### config.mk
export PLATFORM = sky130hd
export DESIGN_NAME = keypad_scanner_flat
export DESIGN_NICKNAME = d
export VERILOG_FILES = /design/src/rtl/keypad_scanner_if.sv /design/src/rtl/keypad_scanner.sv /design/src/flat_wrapper.sv
export SDC_FILE = /design/constraint.sdc
export NUM_CORES = 1
export LEC_CHECK = 0
export ABC_CLOCK_PERIOD_IN_PS = 8900
export CORE_MARGIN = 1
export CORE_UTILIZATION = 38
export DETAILED_ROUTE_END_ITERATION = 16
export HOLD_SLACK_MARGIN = 0.05
export PLACE_DENSITY = 0.61
export SLEW_MARGIN = 20
export SYNTH_ARGS = -nofsm -noshare
export SYNTH_HDL_FRONTEND = slang
export SYNTH_SLANG_ARGS = --single-unit
### constraint.sdc
create_clock -name clk -period 8.9 [get_ports clk]
set_input_delay 1.78 -clock clk [delete_from_list [all_inputs] [get_ports clk]]
set_output_delay 1.78 -clock clk [all_outputs]
set_load 0.03 [all_outputs]
### src/rtl/keypad_scanner_if.sv
// Keypad-facing and consumer-facing signals of the 4x4 matrix keypad scanner.
// The master side is the scanner; the slave side is the board/keypad plus the logic that consumes key events.
interface keypad_scanner_if;
  logic [3:0] row_n;
  logic [3:0] col_n;
  logic [3:0] key_code;
  logic       key_valid;
  logic       key_held;

  modport master (
    input  row_n,
    output col_n,
    output key_code,
    output key_valid,
    output key_held
  );

  modport slave (
    output row_n,
    input  col_n,
    input  key_code,
    input  key_valid,
    input  key_held
  );
endinterface

### src/rtl/keypad_scanner.sv
// Column-scanning, debouncing decoder for a 4x4 hex keypad.
// Each accepted press produces a one-cycle key_valid strobe carrying its hex code.
module keypad_scanner #(
  parameter int CLK_HZ         = 100_000_000,
  parameter int SCAN_HZ        = 1000,
  parameter int DEBOUNCE_SCANS = 4
) (
  input  logic clk,
  input  logic rst_n,
  keypad_scanner_if.master kp
);

  localparam int         DWELL = CLK_HZ / SCAN_HZ;
  localparam int         DW    = $clog2(DWELL);
  localparam logic [DW-1:0] DWELL_LAST = DW'(DWELL - 1);
  localparam logic [3:0] DEB   = 4'(DEBOUNCE_SCANS);

  localparam logic [1:0] ST_IDLE        = 2'd0;
  localparam logic [1:0] ST_PRESS_CHK   = 2'd1;
  localparam logic [1:0] ST_HELD        = 2'd2;
  localparam logic [1:0] ST_RELEASE_CHK = 2'd3;

  logic [3:0]    row_s1, row_s2;
  logic [DW-1:0] dwell;
  logic [1:0]    col;
  logic [1:0]    acc_cnt;
  logic [3:0]    acc_code;
  logic [2:0]    col_cnt, tot_cnt;
  logic [3:0]    col_code, scan_code;
  logic          sample, scan_end, scan_none, scan_single;
  logic [1:0]    state;
  logic [3:0]    cnt, cnt_inc, cand;
  logic [3:0]    key_code;
  logic          key_valid;

  function automatic logic [3:0] key_map(input logic [1:0] r, input logic [1:0] c);
    case ({r, c})
      4'h0: key_map = 4'h1;  4'h1: key_map = 4'h2;  4'h2: key_map = 4'h3;  4'h3: key_map = 4'hA;
      4'h4: key_map = 4'h4;  4'h5: key_map = 4'h5;  4'h6: key_map = 4'h6;  4'h7: key_map = 4'hB;
      4'h8: key_map = 4'h7;  4'h9: key_map = 4'h8;  4'hA: key_map = 4'h9;  4'hB: key_map = 4'hC;
      4'hC: key_map = 4'h0;  4'hD: key_map = 4'hF;  4'hE: key_map = 4'hE;  default: key_map = 4'hD;
    endcase
  endfunction

  assign sample   = (dwell == DWELL_LAST);
  assign scan_end = sample && (col == 2'd3);

  always_ff @(posedge clk or negedge rst_n) begin
    if (!rst_n) begin
      row_s1 <= 4'b1111;
      row_s2 <= 4'b1111;
      dwell  <= '0;
      col    <= 2'd0;
    end else begin
      row_s1 <= kp.row_n;
      row_s2 <= row_s1;
      if (sample) begin
        dwell <= '0;
        col   <= col + 2'd1;
      end else begin
        dwell <= dwell + 1'b1;
      end
    end
  end

  // Rows found in the current column are merged with the running scan totals,
  // so the scan-end decision already includes column 3.
  always_comb begin
    col_cnt  = 3'd0;
    col_code = 4'h0;
    for (int r = 0; r < 4; r++) begin
      if (!row_s2[r]) begin
        col_cnt  = col_cnt + 3'd1;
        col_code = key_map(r[1:0], col);
      end
    end
    tot_cnt     = {1'b0, acc_cnt} + col_cnt;
    scan_code   = (col_cnt != 3'd0) ? col_code : acc_code;
    scan_none   = (tot_cnt == 3'd0);
    scan_single = (tot_cnt == 3'd1);
    cnt_inc     = (cnt == 4'hF) ? cnt : cnt + 4'd1;
  end

  always_ff @(posedge clk or negedge rst_n) begin
    if (!rst_n) begin
      acc_cnt  <= 2'd0;
      acc_code <= 4'h0;
    end else if (sample) begin
      if (col == 2'd3) begin
        acc_cnt  <= 2'd0;
        acc_code <= 4'h0;
      end else begin
        acc_cnt  <= (tot_cnt >= 3'd2) ? 2'd2 : tot_cnt[1:0];
        acc_code <= scan_code;
      end
    end
  end

  // Debounce decisions are taken once per full scan; rollover needs a release first.
  always_ff @(posedge clk or negedge rst_n) begin
    if (!rst_n) begin
      state     <= ST_IDLE;
      cnt       <= 4'd0;
      cand      <= 4'h0;
      key_code  <= 4'h0;
      key_valid <= 1'b0;
    end else begin
      key_valid <= 1'b0;
      if (scan_end) begin
        case (state)
          ST_IDLE: begin
            if (scan_single) begin
              cand <= scan_code;
              cnt  <= 4'd1;
              if (DEBOUNCE_SCANS == 1) begin
                state     <= ST_HELD;
                key_code  <= scan_code;
                key_valid <= 1'b1;
              end else begin
                state <= ST_PRESS_CHK;
              end
            end
          end
          ST_PRESS_CHK: begin
            if (scan_single && scan_code == cand) begin
              cnt <= cnt_inc;
              if (cnt_inc >= DEB) begin
                state     <= ST_HELD;
                key_code  <= cand;
                key_valid <= 1'b1;
              end
            end else if (scan_single) begin
              cand <= scan_code;
              cnt  <= 4'd1;
            end else begin
              state <= ST_IDLE;
              cnt   <= 4'd0;
            end
          end
          ST_HELD: begin
            if (scan_none) begin
              if (DEBOUNCE_SCANS == 1) begin
                state <= ST_IDLE;
                cnt   <= 4'd0;
              end else begin
                state <= ST_RELEASE_CHK;
                cnt   <= 4'd1;
              end
            end
          end
          default: begin
            if (scan_none) begin
              cnt <= cnt_inc;
              if (cnt_inc >= DEB) state <= ST_IDLE;
            end else begin
              state <= ST_HELD;
              cnt   <= 4'd0;
            end
          end
        endcase
      end
    end
  end

  assign kp.col_n     = ~(4'b0001 << col);
  assign kp.key_code  = key_code;
  assign kp.key_valid = key_valid;
  assign kp.key_held  = (state == ST_HELD) || (state == ST_RELEASE_CHK);

endmodule

### src/flat_wrapper.sv
// flat-port wrapper written by rule: the top's interface ports become plain ports
module keypad_scanner_flat 
#(
  parameter int CLK_HZ         = 100_000_000,
  parameter int SCAN_HZ        = 1000,
  parameter int DEBOUNCE_SCANS = 4
)
  (clk, rst_n, kp_row_n, kp_col_n, kp_key_code, kp_key_valid, kp_key_held);
  keypad_scanner_if kp_i ();
  input  logic clk;
  input  logic rst_n;
  input wire logic [$bits(kp_i.row_n)-1:0] kp_row_n;
  output wire logic [$bits(kp_i.col_n)-1:0] kp_col_n;
  output wire logic [$bits(kp_i.key_code)-1:0] kp_key_code;
  output wire logic [$bits(kp_i.key_valid)-1:0] kp_key_valid;
  output wire logic [$bits(kp_i.key_held)-1:0] kp_key_held;
  assign kp_i.row_n = kp_row_n;
  assign kp_col_n = kp_i.col_n;
  assign kp_key_code = kp_i.key_code;
  assign kp_key_valid = kp_i.key_valid;
  assign kp_key_held = kp_i.key_held;
  keypad_scanner #(.CLK_HZ(CLK_HZ), .SCAN_HZ(SCAN_HZ), .DEBOUNCE_SCANS(DEBOUNCE_SCANS)) u_core (.clk(clk), .rst_n(rst_n), .kp(kp_i));
endmodule
---- Yosys cells after proc, flatten, opt, wreduce, memory -nomap -nowiden ----
Index checks and enable logic that the tools add are counted.
word-level totals
  register bits ........................... 48
  bits of input ports ..................... 6
  output and inout bits ................... 10
  logic and storage cells ................. 89
operators by class
  add/subtract/negate cells ............... 7
  reduce and logical (&&, ||, !) cells .... 12
  equal/unequal tests ..................... 16
  muxes and demuxes ....................... 39
  shift operators ......................... 1
  bitwise logic cells ..................... 1
  $lt $le $gt $ge ......................... 2
operators with widths
  operator               number
  $mux 4                 13
  $pmux 4 s4             3
  $pmux 4 s3             2
  $mux 2                 9
  $add 17x1->17 const B  1
  $eq 17x17->1 const B   1
  $mux 17                1
  $mux 3                 3
  $eq 2x2->1 const B     4
  $pmux 4 s2             1
  $add 3x1->3 const B    2
  $mux 1                 6
  $ne 3x3->1 const B     2
  $pmux 2 s3             1
  $reduce_and 3->1       2
  $reduce_and 6->1       1
  $ne 5x5->1 const B     1
  $add 4x1->4 const B    1
  $eq 2x1->1 const B     2
  $eq 4x4->1             1
  $eq 4x4->1 const B     1
  $ge 4x3->1 const B     1
  $logic_not 2->1        2
  $ne 2x1->1 const B     2
  14 further kinds       15

---- Logic depth before layout (Yosys ltp) ----
Gate-level depths: netlist of run 1.
  depth in word-level cells ............... 14
  gate-level depth with buffers ........... 15
  depth with buffers taken out ............ 15

---- Worst setup path before layout of run 1 ----
OpenSTA, ideal clock, no wires.
  path type ............................... register to register
  start ................................... register u_core.row_s2[1]
  end ..................................... register u_core.key_code[0] (netlist: u_core.kp.key_code[0])
  data arrival time ....................... 3.883 ns
  slack ................................... 4.892 ns
  path buffers ............................ 0
  period minus slack after synthesis ...... 4.008 ns
  data required time ...................... 8.775 ns
  cell stages (with the launch flop) ...... 14
  cell sequence ........................... dfstp_2 > inv_1 > ha_1 > xnor2_1 > ha_1 > nand2b_1 > o31a_1 > inv_1 > fa_1 > xnor3_1 > nand2b_1 > nor3_1 > and4_4 > mux2_4
on the way
  cells in the longest elaborated chain, start to end .. 10
  elaborated cells on any way between the ends .. 15
RTL lines
  element                                                              RTL line               RTL
  start: declaration                                                   keypad_scanner.sv:23   logic [3:0] row_s1, row_s2;
  start signal: assignment                                             keypad_scanner.sv:56   row_s2 <= row_s1;
  parallel branches: the longest is 8 deep, another holds $add 3x1->3  --
  $logic_and 1x1->1 (*)                                                keypad_scanner.sv:125  if (scan_single && scan_code == cand) begin
  $reduce_and 4->1 (no line) (*)                                       --
  end signal: assignment                                               keypad_scanner.sv:117  key_code <= scan_code;
  end signal: assignment                                               keypad_scanner.sv:129  key_code <= cand;
  end: declaration                                                     keypad_scanner.sv:33   logic [3:0] key_code;
Mark *: on every way between the ends.
A chain may end at the register's enable or synchronous reset.

---- Final worst setup path of run 1 ----
  start ................................... register u_core.row_s2[1]
  end ..................................... register u_core.key_code[2] (netlist: u_core.kp.key_code[2])
The elaborated chain is that of the path after synthesis.

==> results of run 1 <==
[through the flow]
| stage | util [%] | cell area (um2) | hold WS (ps) |
|---|---|---|---|
| after CTS | 43.8 | 3210 | 361 |
| final | 43.8 | 3210 | 360 |
| after floorplan | - | 2900 | 345 |
| after global placement | 42.7 | 3130 | 346 |
| after detailed placement | 42.7 | 3130 | 347 |
| after global routing | 43.8 | 3210 | 363 |
[routing by layer]
layer | track usage, % | up-vias | share of wire [%]
li1 | - | 1104 | -
met1 | 22.5 | 984 | 53
met2 | 25.5 | 40 | 43
met3 | 3.14 | 5 | 3.2
met4 | 4.91 | 0 | 0.83
met5 | 0 | - | 0
[cell families after synthesis]
| logic type | Yosys count | share of synthesized area (%) |
|---|---|---|
| xor+xnor | 20 | 6.51 |
| mux | 5 | 2.41 |
| compound gates | 69 | 16.8 |
| fa+ha+maj | 13 | 5.86 |
| simple gates | 113 | 22.3 |
| flops | 48 | 41.7 |
| buf+inv | 28 | 4.40 |
[registers in the layout (all words and copies together), names as in the netlist]
register	count
u_core.dwell	17
u_core.acc_code	4
u_core.cand	4
u_core.cnt	4
u_core.kp.key_code	4
u_core.row_s1	4
u_core.row_s2	4
u_core.acc_cnt	2
u_core.col	2
u_core.state	2
u_core.kp.key_valid	1
[critical path: stages (launching register included)]
cell	delay, ps
dfstp_2	590
inv_1	50
ha_1	340
xnor2_1	240
ha_1	270
nand2b_1	70
o31a_1	240
inv_1	180
fa_1	430
xnor3_1	420
nand2b_1	150
nor3_1	630
and4_4	410
mux2_4	300
[power by group]
part           switching (W)  internal, W
Sequential        0.00000282     0.000221
Clock              0.0000714    0.0000546
Combinational      0.0000328    0.0000193
Total               0.000107     0.000295
[how the worst min path moves through the flow]
| stage | from | end | slack (ps) |
|---|---|---|---|
| 2_1_floorplan | u_core.row_s1[0] | u_core.row_s2[0] | 350 |
| 3_3_place_gp | u_core.row_s1[3] | u_core.row_s2[3] | 350 |
| 3_5_place_dp | u_core.row_s1[2] | u_core.row_s2[2] | 350 |
| 4_1_cts | u_core.row_s1[2] | u_core.row_s2[2] | 360 |
| 5_1_grt | u_core.row_s1[2] | u_core.row_s2[2] | 360 |
| 6_report | u_core.row_s1[2] | u_core.row_s2[2] | 360 |
[layout by cell type (no fill, tap or decap), drive strengths merged, types with 8 or more instances in the layout]
cell type      synthesis  final
a21oi                 12     12
xnor2                 12     12
nor2                  21     21
nor3                   9      9
clkdlybuf4s50          0     14
nand3                 10     10
dfrtp                 40     40
nand2b                 9      9
nand2                 23     23
inv                   19     19
dfstp                  8      8
o21ai                 13     13
ha                    12     12
[layout make-up]
| type | instances | area [um2] | share of cell area, % |
|---|---|---|---|
| multi-input cells | 220 | 1560 | 48.7 |
| flip-flops and latches | 48 | 1210 | 37.7 |
| repair buffers | 17 | 160 | 4.98 |
| well taps | 99 | 124 | 3.85 |
| clock buffers | 6 | 72.6 | 2.26 |
| inverters | 19 | 71.3 | 2.22 |
| clock inverters | 2 | 11.3 | 0.350 |
==> flow_summary.json, run 1 <==
{
  "vias": 2133,
  "grt_pass1_wl_um": 9890,
  "r2r-start": "u_core.row_s2[1]",
  "ys_top_cells_by_count": "dfrtp_1, nand2_1, nor2_1",
  "fin_setup_tns_ps": 0,
  "rows": 31,
  "cp-endpoint": "u_core.kp.key_code[2]",
  "arrival_ps": 4630,
  "dr.pass1.iters": 4,
  "syn_nets": 315,
  "synth_cell_types": 59,
  "grt_max_degree": 49,
  "die_height_um": 89.4,
  "synth_top_area_share_pct": 34.5,
  "p_leak_nw": 1.33,
  "timing.slew.headroom_pct": 49.4,
  "core_area_um2": 7330,
  "syn_avg_cell_area_um2": 9.81,
  "critPathLaunch": "u_core.row_s2[1]",
  "rsz0062_at_grt": "false",
  "placedCellCount": 403,
  "fin_crit_sh_pct": 50.1,
  "p_per_area_nw_per_um2": 125,
  "synth_warnings": 0,
  "path_max_fanout": 8,
  "r2r_cells": 13,
  "ys_top_cells_by_area": "dfrtp_1, dfstp_2, ha_1",
  "hold_depth": 0,
  "timing.rr.end": "u_core.kp.key_code[2]",
  "finalWeightedCongestion": 0.942,
  "path_clk_slew_ps": 90,
  "dp_hpwl_um": 4170,
  "area_growth_pct": 10.7,
  "vias_per_cell": 5.19,
  "initial_core_util_pct": 39.6,
  "final-setup-viol-count": 0,
  "critPathLaunchType": "flop",
  "grt_pass1_vias": 2054,
  "async_reset_ff_share_pct": 100,
  "finalNonFillerCells": 411,
  "criticalPathCategory": "flop to flop",
  "synthFlopType": "dfrtp_1",
  "die_x_um": 89.4,
  "fin_skew_ps": 15.0,
  "drc": 0,
  "postCtsSetupRepairBufs": 0,
  "max_freq_mhz": 224,
  "synth_area_um2": 2900,
  "synth_seq_cells": 48,
  "hold_class": "flop to flop",
  "gr-total-overflow": 0,
  "wl_um": 5630,
  "rrSetupSlack_ps": 4440,
  "finalCriticalPeriod_ps": 4460,
  "yosysSeqAreaShare_pct": 41.7,
  "htreeDepth": 2,
  "cts-root-buf": "clkbuf_8",
  "antenna_found_initial": 0,
  "yosys.area.top_type": "dfrtp_1",
  "status": "completed",
  "wl_per_cell_um": 13.7,
  "pre_cts_ws_ps": 4460,
  "worst_pin_slew_ps": 754,
  "syn_inst": 296,
  "grtUsageTotal_pct": 16.2,
  "ant_nets": 0,
  "post-synth-top-count-cell": "dfrtp_1",
  "maxSlewViolCount": 0,
  "ios": 16,
  "cts_hold_buf": 0,
  "final_layout_size_suffix_gt1_share_pct": 10.9,
  "die-area_um2": 7990,
  "power_w": 0.000402,
  "required_ps": 9080,
  "antenna_cells": 0,
  "nets": 330,
  "max-clock-path-buffers": 2,
  "clock_sinks": 48,
  "final.setup.worst_slack_ps": 4440,
  "worstSetupEndpointType": "flop",
  "hold_viol_final": 0,
  "cts_tree": "done",
  "nFillCells": 711,
  "vdd_drop_max_uv": 66.0,
  "cts_buffers": 5,
  "synth_edf_count": 0,
  "portBuffers": 15,
  "drt_iter0_drc": 135,
  "insertion_delay_ps": 300,
  "cts_resized": 0,
  "maxCapViolations": 0
}
Power figures use the tool's default switching activity.
==> inputs of run 2 (changes only) <==
--- a/config.mk
+++ b/config.mk
@@ -5,7 +5,7 @@
 export SDC_FILE = /design/constraint.sdc
 export NUM_CORES = 1
 export LEC_CHECK = 0
-export ABC_CLOCK_PERIOD_IN_PS = 8900
+export ABC_CLOCK_PERIOD_IN_PS = 4500
 export CORE_MARGIN = 1
 export CORE_UTILIZATION = 38
 export DETAILED_ROUTE_END_ITERATION = 16
==> constraint.sdc (replaced) <==
create_clock -name clk -period 4.5 [get_ports clk]
set_input_delay 0.9 -clock clk [delete_from_list [all_inputs] [get_ports clk]]
set_output_delay 0.9 -clock clk [all_outputs]
set_load 0.03 [all_outputs]
==> run 2 against run 1 <==
Against the previous run: power rose by 120%; setup slack got worse by 4000 ps; sequential share of layout area fell by 0.61 points; largest cell class unchanged; non-clock buffer count is 2 higher; clock power rose to 2.6 times the previous value; critical path depth is the same; sequential power rose by 98%; clock skew down 6.0 ps; worst hold slack hardly changed; register-to-register slack worse by 4000 ps.
==> flow_summary.json, run 2 (synthesis gave the netlist of run 1 again) <==
{
  "ios": 16,
  "area_growth_pct": 12.5,
  "ant_nets": 0,
  "die_height_um": 89.4,
  "mostFrequentLayoutCells": "dfrtp_1, nand2_1, nor2_1",
  "final-setup-viol-count": 0,
  "die_x_um": 89.4,
  "finalWeightedCongestion": 0.906,
  "criticalPathCategory": "flop to flop",
  "crit_chain": "inv_1 > ha_1 > xnor2_1 > ha_1 > nand2b_1 > o31a_1 > inv_1 > fa_1 > xnor3_1 > nand2b_1 > nor3_1 > and4_4 > mux2_4",
  "slowest_delay_ps": 600,
  "rsz0062_at_grt": "false",
  "largest_register_ffs": 17,
  "fin_skew_ps": 9.05,
  "required_ps": 4690,
  "status": "completed",
  "antenna_found_initial": 0,
  "max_freq_mhz": 249,
  "portBuffers": 15,
  "core_area_um2": 7330,
  "fin_crit_sh_pct": 89.2,
  "cts_buffers": 5,
  "arrival_ps": 4200,
  "path_clk_slew_ps": 90,
  "finalCriticalPeriod_ps": 4010,
  "max-clock-path-buffers": 2,
  "die-area_um2": 7990,
  "slowest_stage": "dfstp_2",
  "grt_pass1_vias": 2133,
  "cts-root-buf": "clkbuf_8",
  "p_per_area_nw_per_um2": 270,
  "insertion_delay_ps": 300,
  "worst_pin_slew_ps": 605,
  "power_w": 0.000881,
  "layout_commonest_cell": "dfrtp_1",
  "wl_per_cell_um": 14.1,
  "wl_um": 5810,
  "fin_setup_tns_ps": 0,
  "grtUsageTotal_pct": 16.4,
  "htreeDepth": 2,
  "dr.pass1.iters": 4,
  "cts_tree": "done",
  "drc": 0,
  "drt_iter0_drc": 202,
  "vdd_drop_max_uv": 106,
  "rows": 31,
  "maxCapViolations": 0,
  "path_max_fanout": 8,
  "final_layout_size_suffix_gt1_share_pct": 12.1,
  "timing.slew.headroom_pct": 59.6,
  "vias": 2219,
  "maxSlewViolCount": 0,
  "critPathLaunchType": "flop",
  "vias_per_cell": 5.37,
  "antenna_cells": 0,
  "initial_core_util_pct": 39.6,
  "cts_resized": 0,
  "clock_sinks": 48,
  "worstSetupEndpointType": "flop",
  "nets": 332,
  "hold_class": "flop to flop",
  "gr-total-overflow": 0,
  "postCtsSetupRepairBufs": 0,
  "cts_hold_buf": 0,
  "grt_max_degree": 49,
  "top_register": "u_core.dwell",
  "grt_pass1_wl_um": 10100,
  "dp_hpwl_um": 4270,
  "hold_viol_final": 0,
  "p_leak_nw": 1.37
}
[run 2: worst paths after layout]
| check | from | end | slack [ps] | depth (start not counted) |
|---|---|---|---|---|
| setup reg to reg | u_core.row_s2[1] | u_core.kp.key_code[2] | 490 | 13 |
| hold / removal | u_core.row_s1[3] | u_core.row_s2[3] | 360 | 0 |
| hold reg to reg | u_core.row_s1[3] | u_core.row_s2[3] | 360 | 0 |
| max in group asynchronous | rst_n | u_core.acc_code[0] | 3400 | 2 |
| setup / recovery | u_core.row_s2[1] | u_core.kp.key_code[2] | 490 | 13 |
| min in group asynchronous | rst_n | u_core.cand[0] | 670 | 2 |
[run 2: critical path, delay by kind of cell (launching register included)]
family | cells | cell delay (ps)
compound gates | 1 | 210
mux | 1 | 300
buf+inv | 2 | 220
flops | 1 | 600
xor+xnor | 2 | 700
simple gates | 4 | 790
fa+ha+maj | 3 | 1070
[run 2: power breakdown]
part | leakage [nW] | internal (W) | switching [W]
sequential | 0.629 | 0.000438 | 0.00000605
combinational | 0.677 | 0.0000394 | 0.0000662
clock | 0.0614 | 0.000182 | 0.000150
total | 1.37 | 0.000659 | 0.000222
[run 2: final cells by class]
| cell class | instances | area (um2) |
|---|---|---|
| Clock buffer | 6 | 82.6 |
| Multi-Input combinational cell | 220 | 1560 |
| Sequential cell | 48 | 1210 |
| Inverter | 19 | 71.3 |
| Tap cell | 99 | 124 |
| Timing Repair Buffer | 19 | 175 |
| Fill cell | 682 | 4060 |
| Clock inverter | 2 | 38.8 |
[run 2: per-layer routing]
layer,global-route usage (%),share of wire [%],vias to the layer above
li1,-,-,1109
met2,26.0,44,46
met1,22.4,50,1056
met4,5.77,1.5,0
met5,0,0,-
met3,3.14,4.2,8
[run 2: metrics by stage]
stage	worst slack (ps)	hold WS, ps	utilization, %	cell area (um2)	cells
CTS	473	361	44.6	3270	413
finish	488	360	44.6	3270	413
floorplan	492	345	-	2900	296
global route	212	362	44.6	3270	413
detailed placement	531	347	42.9	3150	405
global placement	627	345	42.9	3150	405
